**src/rtl/hazard_ctrl_rv32_pkg.sv**
```systemverilog
//==========================================================================
// hazard_pkg - shared types for the RV32I hazard controller (rev 1.0)
//==========================================================================
`default_nettype none

package hazard_pkg;

    typedef enum logic [1:0] {
        FWD_RF  = 2'b00,
        FWD_WB  = 2'b01,
        FWD_MEM = 2'b10
    } fwd_sel_t;

    localparam logic [1:0] ST_INIT  = 2'd0;
    localparam logic [1:0] ST_RUN   = 2'd1;
    localparam logic [1:0] ST_ERROR = 2'd2;

    typedef enum logic [1:0] {
        INIT  = ST_INIT,
        RUN   = ST_RUN,
        ERROR = ST_ERROR
    } hz_state_t;

    // Memory-stage result is newer than writeback, so it wins.
    function automatic fwd_sel_t fwd_pick(input logic hit_mem, input logic hit_wb);
        if (hit_mem)
            return FWD_MEM;
        else if (hit_wb)
            return FWD_WB;
        else
            return FWD_RF;
    endfunction

endpackage

`default_nettype wire

```
**src/rtl/hazard_ctrl_rv32_sat_counter.sv**
```systemverilog
//==========================================================================
// sat_counter - clearable up-counter that saturates at all-ones (rev 1.0)
//==========================================================================
`default_nettype none

module sat_counter #(
    parameter int W = 8
) (
    input  logic         clk,
    input  logic         rst_n,
    input  logic         inc,
    input  logic         clr,
    output logic [W-1:0] count
);

    always_ff @(posedge clk or negedge rst_n) begin
        if (!rst_n)
            count <= '0;
        else if (clr)
            count <= '0;
        else if (inc && (count != '1))
            count <= count + W'(1);
    end

endmodule

`default_nettype wire

```
**src/rtl/hazard_ctrl_rv32.sv**
```systemverilog
//==========================================================================
// hazard_ctrl_rv32 - forwarding, stall/flush and timeout control (rev 1.0)
//==========================================================================
`default_nettype none

module hazard_ctrl_rv32
    import hazard_pkg::*;
#(
    parameter int REG_ADDR_W         = 6,
    parameter int ZERO_REG_HARDWIRED = 1,
    parameter int MEM_TIMEOUT        = 255,
    parameter int CNT_W              = 32
) (
    input  logic                  clk,
    input  logic                  rst_n,
    input  logic [REG_ADDR_W-1:0] r1_D,
    input  logic [REG_ADDR_W-1:0] r2_D,
    input  logic [REG_ADDR_W-1:0] r1_E,
    input  logic [REG_ADDR_W-1:0] r2_E,
    input  logic [REG_ADDR_W-1:0] rd_E,
    input  logic [REG_ADDR_W-1:0] rd_M,
    input  logic [REG_ADDR_W-1:0] rd_W,
    input  logic                  reg_write_M,
    input  logic                  reg_write_W,
    input  logic                  mem_to_reg_E,
    input  logic                  PC_source_E,
    input  logic                  mem_transaction,
    input  logic                  data_ready,
    input  logic                  instruction_ready,
    input  logic                  clear_error,
    input  logic                  perf_clear,
    output logic [1:0]            forward_operand_0_E,
    output logic [1:0]            forward_operand_1_E,
    output logic                  enable_fetch,
    output logic                  enable_decode,
    output logic                  enable_execute,
    output logic                  enable_memory,
    output logic                  enable_writeback,
    output logic                  flush_decode,
    output logic                  flush_execute,
    output logic                  flush_memory,
    output logic                  mem_timeout_error,
    output logic [CNT_W-1:0]      stall_count,
    output logic [CNT_W-1:0]      flush_count
);

    localparam bit ZERO_HW = (ZERO_REG_HARDWIRED != 0);

    hz_state_t state;
    hz_state_t state_next;

    logic mem_stall;
    logic load_use;
    logic fwd_m_ok;
    logic fwd_w_ok;
    logic timeout_hit;
    logic timeout_inc;
    logic branch_flush;

    assign mem_stall = mem_transaction & ~data_ready;
    assign load_use  = mem_to_reg_E & ~(ZERO_HW && (rd_E == '0))
                     & ((rd_E == r1_D) | (rd_E == r2_D));

    assign fwd_m_ok = reg_write_M & ~(ZERO_HW && (rd_M == '0));
    assign fwd_w_ok = reg_write_W & ~(ZERO_HW && (rd_W == '0));

    assign forward_operand_0_E = fwd_pick(fwd_m_ok & (rd_M == r1_E), fwd_w_ok & (rd_W == r1_E));
    assign forward_operand_1_E = fwd_pick(fwd_m_ok & (rd_M == r2_E), fwd_w_ok & (rd_W == r2_E));

    always_ff @(posedge clk or negedge rst_n) begin
        if (!rst_n)
            state <= INIT;
        else
            state <= state_next;
    end

    always_comb begin
        state_next       = state;
        enable_fetch     = 1'b0;
        enable_decode    = 1'b0;
        enable_execute   = 1'b0;
        enable_memory    = 1'b0;
        enable_writeback = 1'b0;
        flush_decode     = 1'b0;
        flush_execute    = 1'b0;
        flush_memory     = 1'b0;
        branch_flush     = 1'b0;
        case (state)
            INIT: begin
                flush_decode  = 1'b1;
                flush_execute = 1'b1;
                flush_memory  = 1'b1;
                state_next    = RUN;
            end
            RUN: begin
                // A pending memory stall freezes everything, even a taken branch.
                if (mem_stall) begin
                    if (timeout_hit)
                        state_next = ERROR;
                end else begin
                    enable_fetch     = 1'b1;
                    enable_decode    = 1'b1;
                    enable_execute   = 1'b1;
                    enable_memory    = 1'b1;
                    enable_writeback = 1'b1;
                    if (PC_source_E) begin
                        flush_decode  = 1'b1;
                        flush_execute = 1'b1;
                        branch_flush  = 1'b1;
                    end else if (load_use) begin
                        enable_fetch  = 1'b0;
                        enable_decode = 1'b0;
                        flush_execute = 1'b1;
                    end else if (!instruction_ready) begin
                        enable_fetch = 1'b0;
                        flush_decode = 1'b1;
                    end
                end
            end
            ERROR: begin
                flush_memory = 1'b1;
                if (clear_error)
                    state_next = INIT;
            end
            default: begin
                flush_decode  = 1'b1;
                flush_execute = 1'b1;
                flush_memory  = 1'b1;
                state_next    = INIT;
            end
        endcase
    end

    assign mem_timeout_error = (state == ERROR);
    assign timeout_inc       = (state == RUN) & mem_stall;

    generate
        if (MEM_TIMEOUT > 0) begin : g_timeout
            localparam int TO_W = (MEM_TIMEOUT > 1) ? $clog2(MEM_TIMEOUT + 1) : 1;
            logic [TO_W-1:0] to_count;

            sat_counter #(.W(TO_W)) u_timeout_cnt (
                .clk   (clk),
                .rst_n (rst_n),
                .inc   (timeout_inc),
                .clr   (~timeout_inc),
                .count (to_count)
            );

            // The stall cycle that would make the count reach the limit trips the error.
            assign timeout_hit = (to_count == TO_W'(MEM_TIMEOUT - 1));
        end else begin : g_no_timeout
            assign timeout_hit = 1'b0;
        end
    endgenerate

    sat_counter #(.W(CNT_W)) u_stall_cnt (
        .clk   (clk),
        .rst_n (rst_n),
        .inc   ((state == RUN) & ~enable_fetch),
        .clr   (perf_clear),
        .count (stall_count)
    );

    sat_counter #(.W(CNT_W)) u_flush_cnt (
        .clk   (clk),
        .rst_n (rst_n),
        .inc   (branch_flush),
        .clr   (perf_clear),
        .count (flush_count)
    );

endmodule

`default_nettype wire

```
**config.mk**
```make
export PLATFORM = sky130hd
export DESIGN_NAME = hazard_ctrl_rv32
export DESIGN_NICKNAME = d
export VERILOG_FILES = /design/src/rtl/hazard_ctrl_rv32_pkg.sv /design/src/rtl/hazard_ctrl_rv32_sat_counter.sv /design/src/rtl/hazard_ctrl_rv32.sv
export SDC_FILE = /design/constraint.sdc
export NUM_CORES = 1
export LEC_CHECK = 0
export ABC_CLOCK_PERIOD_IN_PS = 3150
export CAP_MARGIN = 20
export CORE_UTILIZATION = 52
export CTS_BUF_LIST = sky130_fd_sc_hd__clkbuf_4 sky130_fd_sc_hd__clkbuf_8 sky130_fd_sc_hd__clkbuf_16
export DETAILED_ROUTE_END_ITERATION = 10
export PLACE_DENSITY = 0.87
export SETUP_SLACK_MARGIN = 0.5
export SLEW_MARGIN = 20
export SYNTH_ARGS = -nofsm -noshare
export SYNTH_HDL_FRONTEND = slang
export SYNTH_SLANG_ARGS = --single-unit
```
**constraint.sdc**
```tcl
create_clock -name clk -period 3.15 [get_ports clk]
set_clock_uncertainty 0.05 [all_clocks]
set_input_delay 0.315 -clock clk [delete_from_list [all_inputs] [get_ports clk]]
set_output_delay 0.315 -clock clk [all_outputs]
set_load 0.02 [all_outputs]
```
==> impl_metrics.tcl <==
set metrics [dict create \
    status "finished clean" \
    critPathLaunchType "input port" \
    ys_seq_area_share_pct 40.9 \
    ys_types 48 \
    cts_tree "yes" \
    fin_crit_ns 2.63 \
    synthArstFlopShare_pct 100 \
    die-area_um2 9090 \
    die_h_um 95.3 \
    finish.utilization_pct 73.2 \
    comb_power_share_pct 13.1 \
    power_switching_uw 504 \
    worstPathArrival_ns 2.26 \
    cts_num_sinks 74 \
    fmax_ghz 0.381 \
    wirelength_um 12300 \
    ctsHtreeMaxLevel 3 \
    netlist_area_um2 4530 \
    cts-buffers-inserted 9 \
    ant_nets 0 \
    vdd.ir_drop.worst_mv 0.203 \
    initialDrtViolationCount 176 \
    use_met3_pct 6.30 \
    syn_to_final_growth_pct 34.8 \
    num_vias 4419 \
    fin_tns_setup_ns 0 \
    p_leak_uw 0.00233 \
    synth.avg_cell_area_um2 8.95 \
    layout_commonest_cell "clkdlybuf4s50_1" \
    worst_pin_slew_ns 0.931 \
    swShare_pct 24.3 \
    avgViaCountPerCell 5.96 \
    crit_type "in2out" \
    io_buffers 129 \
    syn-num-nets 563 \
    drive_gt1_share_pct 7.06 \
    ys_seq_elements 74 \
    final_cell_area_um2 6110 \
    hold_slack_ns 0.106 \
    grt_first_pass_wirelength_um 20300 \
    cts_buffer_depth 2 \
    grt_max_degree 75 \
    antenna_found_initial 0 \
    layout_common_cells "clkdlybuf4s50_1, dfrtp_1, nor2_1" \
    power_uw 2070 \
    grtUsageTotal_pct 28.5 \
    maxCapViolations 0 \
    core_um2 8340 \
    worstSkewPairLatency_ns 0.35 \
    postSynthCellCount 506 \
    final_hold_viol_count 0 \
    rsz0062_at_grt "yes" \
    top_usage_layer "met2" \
    place_hpwl_um 9110 \
    ioPinCount 130 \
    final_nets 689 \
    power_frac_seq_pct 46.5 \
    diodes 0 \
    endpoint_kind "output pin" \
    cts_root_buffer "clkbuf_8" \
    synth-edff-count 0 \
    dpl_cell_area_um2 5880 \
    fp.dieW_um 95.3 \
    finalMaxSlewViolations 0 \
    met2_usage_pct 49.1 \
    grt-ovfl-total 0 \
    intPower_uw 1570 \
    drc_errors 0 \
    wl_per_cell_um 16.6 \
    required_ns 2.78 \
    initial_core_util_pct 54.3 \
    grt_pass1_vias 4259 \
    first_pass_iters 5 \
    yosys_warnings 0 \
    place_congestion 0.885 \
    setup_violations 0 \
    power_density_nw_per_um2 339 \
    p_clk_share_pct 40.4 \
    post-route-period-util_pct 83.4 \
    cp_max_fo 3 \
    yosys_most_used_dff "dfrtp_1" \
    ctsHoldBuffers 0 \
    hold_path.class "in2async" \
    clk_transition_reported_paths_ns 0.08 \
    use_met1_pct 35.0 \
    slew_headroom_pct 37.9 \
    rows 33 \
]
## kinds of logic (layout without fill, tap and decap cells)
| logic type | after synthesis | in the layout | share of synthesized area [%] |
|---|---|---|---|
| fa+ha+maj | 4 | 4 | 1.10 |
| simple gates | 243 | 243 | 29.3 |
| mux | 6 | 6 | 1.52 |
| compound gates | 83 | 83 | 11.4 |
| buf+inv | 30 | 161 | 3.04 |
| xor+xnor | 66 | 66 | 12.8 |
| flops | 74 | 74 | 40.9 |
## state kept, by name (all words and copies together), names as in the netlist
| name | count |
|---|---|
| u_stall_cnt.count | 32 |
| g_timeout.u_timeout_cnt.count | 8 |
| u_flush_cnt.count | 32 |
| state | 2 |
## Yosys cell counts (2+ instances only)
cell      number  area [um^2]
ha_1           4         50.1
and2_1         2         12.5
xor2_1        24          210
o22ai_1        3         18.8
nand2b_1       3         18.8
nor2_1        49          184
mux2_1         2         22.5
or3_1         25          156
nor3_1        13         65.1
dfrtp_1       74         1850
and3_1        14         87.6
a21oi_1       35          175
o21ai_0       26          130
nor4_1        12         75.1
nand4_1       24          150
inv_1          8         30.0
nor2b_1        8         50.1
or4_1         10         75.1
buf_4          3         22.5
nand2_1       36          135
o31ai_1        9         67.6
nand3_1       31          155
clkbuf_1      12         45.0
xnor2_1       42          368
buf_2          4         20.0
nand3_2        2         20.0
o31ai_4        2         42.5
and4_1         8         70.1
mux2i_1        2         20.0
## per-layer routing
layer	vias to the layer above	part of all wire, %
li1	2092	-
met1	2150	41
met2	152	52
met3	25	5.0
met4	0	1.9
met5	-	0
## what timing repair did
item | 4_1_cts | 5_1_grt
endpoints found under the hold margin | 0 | 0
resized for setup | 16 | 9
endpoints found under the setup margin | 8 | 6
pin swaps | 1 | 0
buffers inserted | 1 | 0
## power by group through the flow
stage,clock [uW],sequential [uW],combinational [uW]
floorplan,0,988,121
global placement,0,983,267
detailed placement,0,983,272
CTS,854,965,273
global route,888,965,293
finish,837,965,271
## per-stage QoR
stage	setup WS (ns)	std cells
floorplan	0.958	506
global placement	0.156	725
detailed placement	0.0754	725
CTS	0.502	742
global route	0.432	742
finish	0.522	742
## worst max-delay path: stages
cell and delay, ns:
clkdlybuf4s50_1 0.48, or4_1 0.57, o31ai_2 0.26, nor4_1 0.11, nor3_1 0.20, clkdlybuf4s15_1 0.33
## layout make-up
class / count / area, um^2
repair buffers: 136 / 1310
multi-input cells: 402 / 2550
inverters: 9 / 33.8
clock buffers: 12 / 153
fillers: 620 / 2230
flip-flops and latches: 74 / 1850
clock inverters: 4 / 73.8
well taps: 105 / 131
## worst paths after layout
check,cells after the start,slack [ns],endpoint,from
setup / recovery,6,0.52,forward_operand_0_E[0],rd_M[0]
hold / removal,2,0.11,u_stall_cnt.count[23]$_DFFE_PN0P_,rst_n
setup reg to reg,7,0.65,u_stall_cnt.count[30]$_DFFE_PN0P_,state[1]$_DFFE_PN0P_
hold reg to reg,1,0.40,state[0]$_DFFE_PN0P_,state[1]$_DFFE_PN0P_
max in group asynchronous,2,2.30,u_stall_cnt.count[1]$_DFFE_PN0P_,rst_n
min in group clk,1,0.40,state[0]$_DFFE_PN0P_,state[1]$_DFFE_PN0P_
Power figures use the tool's default switching activity.
